==> src/rtl/multicycle_control.sv <==
// Multi-cycle MIPS sequencer: fetch/decode/execute/memory/writeback with a shared memory port.
// Defining MC_EXC_EN adds the exc port and a TRAP state for illegal instructions.
module multicycle_control (
  input  logic       clk,
  input  logic       rst_n,
  input  logic [5:0] opcode,
  input  logic [5:0] funct,
  input  logic       zero,
  input  logic       mem_ready,
  output logic       pc_en,
  output logic       iord,
  output logic       mem_read,
  output logic       mem_write,
  output logic       ir_write,
  output logic       reg_write,
  output logic       reg_dst,
  output logic       mem_to_reg,
  output logic       jal,
  output logic       alu_src_a,
  output logic [1:0] alu_src_b,
  output logic [3:0] alu_control,
  output logic       zero_ext,
  output logic [1:0] pc_src,
  output logic       instr_done,
  output logic [3:0] state
`ifdef MC_EXC_EN
  , output logic     exc
`endif
);

  typedef enum logic [3:0] {
    S_FETCH   = 4'd0,  S_DECODE = 4'd1,  S_MEM_ADR = 4'd2,  S_MEM_RD = 4'd3,
    S_MEM_WB  = 4'd4,  S_MEM_WR = 4'd5,  S_R_EXEC  = 4'd6,  S_R_WB   = 4'd7,
    S_BRANCH  = 4'd8,  S_JUMP   = 4'd9,  S_I_EXEC  = 4'd10, S_I_WB   = 4'd11,
    S_JR      = 4'd12, S_JAL    = 4'd13, S_TRAP    = 4'd15
  } state_t;

  localparam logic [3:0] ALU_ADD = 4'b0010;
  localparam logic [3:0] ALU_SUB = 4'b0110;
  localparam logic [3:0] ALU_AND = 4'b0000;
  localparam logic [3:0] ALU_OR  = 4'b0001;
  localparam logic [3:0] ALU_SLT = 4'b0111;
  localparam logic [3:0] ALU_SLL = 4'b1110;

  state_t state_q, state_d;
  // Low from reset until the first clock edge after release; keeps every output quiet meanwhile.
  logic   active_q;

  always_ff @(posedge clk or negedge rst_n) begin
    if (!rst_n) begin
      state_q  <= S_FETCH;
      active_q <= 1'b0;
    end else begin
      state_q  <= state_d;
      active_q <= 1'b1;
    end
  end

  logic is_rtype, is_jr, is_lw, is_sw, is_beq, is_bne, is_j, is_jal, is_addi, is_ori;
  assign is_rtype = (opcode == 6'b000000);
  assign is_jr    = is_rtype && (funct == 6'b001000);
  assign is_lw    = (opcode == 6'b100011);
  assign is_sw    = (opcode == 6'b101011);
  assign is_beq   = (opcode == 6'b000100);
  assign is_bne   = (opcode == 6'b000101);
  assign is_j     = (opcode == 6'b000010);
  assign is_jal   = (opcode == 6'b000011);
  assign is_addi  = (opcode == 6'b001000);
  assign is_ori   = (opcode == 6'b001101);

  logic [3:0] r_alu;
  logic       r_known;

  always_comb begin
    r_alu   = ALU_ADD;
    r_known = 1'b1;
    case (funct)
      6'b100000: r_alu = ALU_ADD;
      6'b100010: r_alu = ALU_SUB;
      6'b100100: r_alu = ALU_AND;
      6'b100101: r_alu = ALU_OR;
      6'b101010: r_alu = ALU_SLT;
      6'b000000: r_alu = ALU_SLL;
      default:   r_known = 1'b0;
    endcase
  end

  logic pc_write, branch_taken;

  always_comb begin
    state_d      = state_q;
    pc_write     = 1'b0;
    branch_taken = 1'b0;
    iord         = 1'b0;
    mem_read     = 1'b0;
    mem_write    = 1'b0;
    ir_write     = 1'b0;
    reg_write    = 1'b0;
    reg_dst      = 1'b0;
    mem_to_reg   = 1'b0;
    jal          = 1'b0;
    alu_src_a    = 1'b0;
    alu_src_b    = 2'b00;
    alu_control  = ALU_AND;
    zero_ext     = 1'b0;
    pc_src       = 2'b00;

    case (state_q)
      S_FETCH: begin
        mem_read    = 1'b1;
        alu_src_b   = 2'b01;
        alu_control = ALU_ADD;
        if (mem_ready) begin
          ir_write = 1'b1;
          pc_write = 1'b1;
          state_d  = S_DECODE;
        end
      end
      S_DECODE: begin
        alu_src_b   = 2'b11;
        alu_control = ALU_ADD;
        if (is_jr)                       state_d = S_JR;
        else if (is_rtype && r_known)    state_d = S_R_EXEC;
        else if (is_lw || is_sw)         state_d = S_MEM_ADR;
        else if (is_beq || is_bne)       state_d = S_BRANCH;
        else if (is_j)                   state_d = S_JUMP;
        else if (is_jal)                 state_d = S_JAL;
        else if (is_addi || is_ori)      state_d = S_I_EXEC;
        else
`ifdef MC_EXC_EN
          state_d = S_TRAP;
`else
          state_d = S_FETCH;
`endif
      end
      S_MEM_ADR: begin
        alu_src_a   = 1'b1;
        alu_src_b   = 2'b10;
        alu_control = ALU_ADD;
        state_d     = is_lw ? S_MEM_RD : S_MEM_WR;
      end
      S_MEM_RD: begin
        mem_read = 1'b1;
        iord     = 1'b1;
        if (mem_ready) state_d = S_MEM_WB;
      end
      S_MEM_WB: begin
        reg_write  = 1'b1;
        mem_to_reg = 1'b1;
        state_d    = S_FETCH;
      end
      S_MEM_WR: begin
        mem_write = 1'b1;
        iord      = 1'b1;
        if (mem_ready) state_d = S_FETCH;
      end
      S_R_EXEC: begin
        alu_src_a   = 1'b1;
        alu_control = r_alu;
        state_d     = S_R_WB;
      end
      S_R_WB: begin
        reg_write   = 1'b1;
        reg_dst     = 1'b1;
        alu_control = r_alu;
        state_d     = S_FETCH;
      end
      S_BRANCH: begin
        alu_src_a    = 1'b1;
        alu_control  = ALU_SUB;
        pc_src       = 2'b01;
        branch_taken = (is_beq && zero) || (is_bne && !zero);
        state_d      = S_FETCH;
      end
      S_JUMP: begin
        pc_write = 1'b1;
        pc_src   = 2'b10;
        state_d  = S_FETCH;
      end
      S_JAL: begin
        pc_write  = 1'b1;
        pc_src    = 2'b10;
        reg_write = 1'b1;
        jal       = 1'b1;
        state_d   = S_FETCH;
      end
      S_JR: begin
        pc_write = 1'b1;
        pc_src   = 2'b11;
        state_d  = S_FETCH;
      end
      S_I_EXEC, S_I_WB: begin
        alu_src_a   = 1'b1;
        alu_src_b   = 2'b10;
        alu_control = is_ori ? ALU_OR : ALU_ADD;
        zero_ext    = is_ori;
        reg_write   = (state_q == S_I_WB);
        state_d     = (state_q == S_I_WB) ? S_FETCH : S_I_WB;
      end
      S_TRAP: state_d = S_TRAP;
      default: state_d = S_FETCH;
    endcase

    if (!active_q) begin
      state_d      = state_q;
      pc_write     = 1'b0;
      branch_taken = 1'b0;
      iord         = 1'b0;
      mem_read     = 1'b0;
      mem_write    = 1'b0;
      ir_write     = 1'b0;
      reg_write    = 1'b0;
      reg_dst      = 1'b0;
      mem_to_reg   = 1'b0;
      jal          = 1'b0;
      alu_src_a    = 1'b0;
      alu_src_b    = 2'b00;
      alu_control  = ALU_AND;
      zero_ext     = 1'b0;
      pc_src       = 2'b00;
    end

    pc_en      = pc_write || branch_taken;
    instr_done = (state_q != S_FETCH) && (state_d == S_FETCH);
  end

  assign state = state_q;

`ifdef MC_EXC_EN
  assign exc = active_q && (state_q == S_TRAP);
`endif

endmodule

==> config.mk <==
export PLATFORM = sky130hd
export DESIGN_NAME = multicycle_control
export DESIGN_NICKNAME = d
export VERILOG_FILES = /design/src/rtl/multicycle_control.sv
export SDC_FILE = /design/constraint.sdc
export NUM_CORES = 1
export LEC_CHECK = 0
export CAP_MARGIN = 20
export CORE_MARGIN = 2
export CORE_UTILIZATION = 47
export DETAILED_ROUTE_END_ITERATION = 8
export PLACE_DENSITY_LB_ADDON = 0.25
export SYNTH_ARGS = -nofsm -noshare
export SYNTH_HDL_FRONTEND = slang
export SYNTH_SLANG_ARGS = --single-unit
==> constraint.sdc <==
create_clock -name clk -period 3.3 [get_ports clk]
set_input_delay 0.495 -clock clk [delete_from_list [all_inputs] [get_ports clk]]
set_output_delay 0.495 -clock clk [all_outputs]
set_load 0.005 [all_outputs]
==> out/results.ini <==
[worst_setup_path]
r2r-end = state[3]
path_class = primary input to output pin
crit_buf_inv = 3
r2r_setup_slack_ps = 1520
cpLargestDelayFamily = buffers and inverters
ff2ff_path_depth = 5
end_kind = output pin
crit_slowest_cell = clkdlybuf4s50_1
cp.required_ps = 2800
crit_path_end = instr_done
path_max_fanout = 4
crit_path_max_incr_delay_ps = 460
crit_arrival_ps = 2700
crit_start = opcode[5]
crit_path_start_kind = primary input
worst_path_most_repeated_cell = clkdlybuf4s50_1
worstReg2RegStart = state[2]
crit_cells = 8
crit_chain = clkdlybuf4s50_1, buf_4, nor4_4, nand2_1, o32a_1, o32ai_2, nor4_2, clkdlybuf4s50_1

[power]
sw_frac_of_total_pct = 38.79
power.internal_mw = 0.2062
seq_power_share_pct = 21.7
power_density_nw_per_um2 = 222.9
peakVddDrop_uv = 402.5
clkPwrFrac_pct = 20.7
pwr-share-comb_pct = 57.6
power_switching_mw = 0.1307
p_leak_nw = 0.5899

[clocking]
clk_pin_slew_worst_paths_ps = 50
root_buffer = clkbuf_4
htreeDepth = 1
cts_sinks = 5
cts_buffer_depth = 2
hold_buffers = 0
clock_latency_ps = 230
cts_buffers = 3
cts_tree = yes

[yosys]
synth_most_common_cell = nand2_1
synth_warnings = 0
synthArstFlopShare_pct = 100.0
synth_flop_cell = dfrtp_1
yosysTopAreaCell = dfrtp_1
ys_types = 49
synth_seq_area_share_pct = 12.52
ys_ff_latch = 5
syn-num-nets = 171
synthCells = 155
synth-edff-count = 0
synth_area_per_cell_um2 = 6.450
synth_area_um2 = 999.7
yosysTopAreaCellShare_pct = 12.52
synthTopCellsByCount = nand2_1 (23), nor2_1 (22), a21oi_1 (11)
yosys-top-cells-area = dfrtp_1 (13%), nand2_1 (8.6%), nor2_1 (8.3%), a21oi_1 (5.5%), o21ai_0 (4.5%)

[grt]
top_usage_layer = met2
track_usage_pct = 26.48
grt_use_met2_pct = 50.00
globalRouteOverflowTotal = 0
grt_pass1_wl_um = 5347
grt_start_max_net_pins = 17
grt_pass1_vias = 1215
grt_use_met1_pct = 32.10
grt_antenna_before_repair = 0
use_met3_pct = 3.030

[timing]
hold_viol = 0
period_minus_slack_ps = 3197
worst_slew_pin_slew_ps = 507.1
slew_violations = 0
fin_skew_ps = 1.969
timing.final.crit_share_pct = 96.89
max_freq_ghz = 0.3127
setup_tns_ps = 0
finalSetupViolCount = 0
slew-limit-headroom_pct = 66.19
rsz0062_at_grt = false

[route]
firstDrtPassIters = 5
viasPerCell = 5.974
drt_iter0_drc = 71
drt-wirelength-per-cell_um = 14.31
finalWirelength_um = 3262
post-route-drc-count = 0
vias = 1362
antenna_left = 0

[cells_and_area]
areaGrowthSynthToFinish_pct = 51.19
final_cell_count_no_fill = 228
nFillCells = 161
nets = 218
antenna_cells = 0
layout-drive-gt1-share_pct = 15.92
stdcell_area_um2 = 1511

[placement]
placed_cell_area_um2 = 1470
dp_hpwl_um = 2575
dpl.cell_count = 224
port_buffers = 39
place.gp.congestion = 0.9412

[die]
ios = 40
die-width_um = 50.12
dieHeight_um = 50.12
start_util_pct = 50.44
fp-row-count = 16
die_area_um2 = 2512
core_area_um2 = 1982

[status]
status = finished, final reports clean

[job]
drv_cap = 0

[hold_path]
min_path_type = primary input to async pin

sequential cells by signal, summed over array words and instances, names as in the netlist:
signal    count
state         4
active_q      1
power groups by stage:
stage	logic, mW	registers, mW	clock network (mW)
2_1_floorplan	0.0999	0.0727	0
3_3_place_gp	0.185	0.0736	0
3_5_place_dp	0.191	0.0738	0
4_1_cts	0.191	0.0728	0.0716
5_1_grt	0.210	0.0740	0.0751
6_report	0.194	0.0730	0.0698
cell usage in the layout, fill, tap and decap left out, types with 2 or more instances in the layout:
cell type and instances:
nand2_1 23, o21ai_0 9, nor4b_2 2, nand3_1 5, and2_1 2, and3_1 4, nand2b_1 2, nor2b_1 5
nor2_1 22, o22ai_1 3, clkbuf_4 3, a21oi_1 11, o22a_1 2, inv_2 2, a31oi_1 3, nor3_1 6
dfrtp_1 5, a32oi_1 2, or2_2 2, nor4b_1 2, buf_4 14, xnor2_1 3, o31ai_1 2, clkdlybuf4s50_1 38
o211ai_1 2, inv_1 3
metal layers:
| layer | routed length [µm] | vias to the layer above |
|---|---|---|
| met5 | 0 | - |
| met4 | 36 | 0 |
| met3 | 238 | 4 |
| met2 | 1667 | 63 |
| met1 | 1320 | 633 |
| li1 | - | 662 |
worst min path at each step:
stage | from | endpoint | cells after the start
after floorplan | rst_n | active_q | 0
after global placement | active_q | state[0] | 2
after detailed placement | active_q | state[0] | 2
after CTS | rst_n | state[1] | 1
after global routing | rst_n | state[1] | 1
final | rst_n | state[1] | 1
timing repair:
action,in CTS,in global routing
setup endpoints to repair,0,2
resized for setup,0,3
setup buffers,0,0
per-stage QoR:
step	hold WS [ps]	total power, mW	utilization [%]	setup slack [ps]
2_1_floorplan	199.4	0.1726	-	1103
3_3_place_gp	701.6	0.2590	74.18	143.8
3_5_place_dp	723.6	0.2645	74.18	80.07
4_1_cts	484.4	0.3355	75.51	36.12
5_1_grt	508.6	0.3592	76.26	10.62
6_report	484.7	0.3369	76.26	102.6
layout make-up:
| class | count | area (µm²) | share of cell area [%] |
|---|---|---|---|
| Timing Repair Buffer | 53 | 498.0 | 32.95 |
| Multi-Input combinational cell | 134 | 809.5 | 53.56 |
| Inverter | 5 | 18.77 | 1.242 |
| Sequential cell | 5 | 125.1 | 8.278 |
| Clock buffer | 4 | 26.28 | 1.738 |
| Tap cell | 27 | 33.78 | 2.235 |
cells by family (layout without fill, tap and decap cells):
group | after synthesis | count (layout) | share of synthesized area (%)
buf+inv | 16 | 62 | 7.760
simple gates | 83 | 83 | 43.30
compound gates | 46 | 46 | 32.54
other cells | 1 | 1 | 0.3751
flops | 5 | 5 | 12.52
xor+xnor | 4 | 4 | 3.505
(Power assumes the default switching activity.)
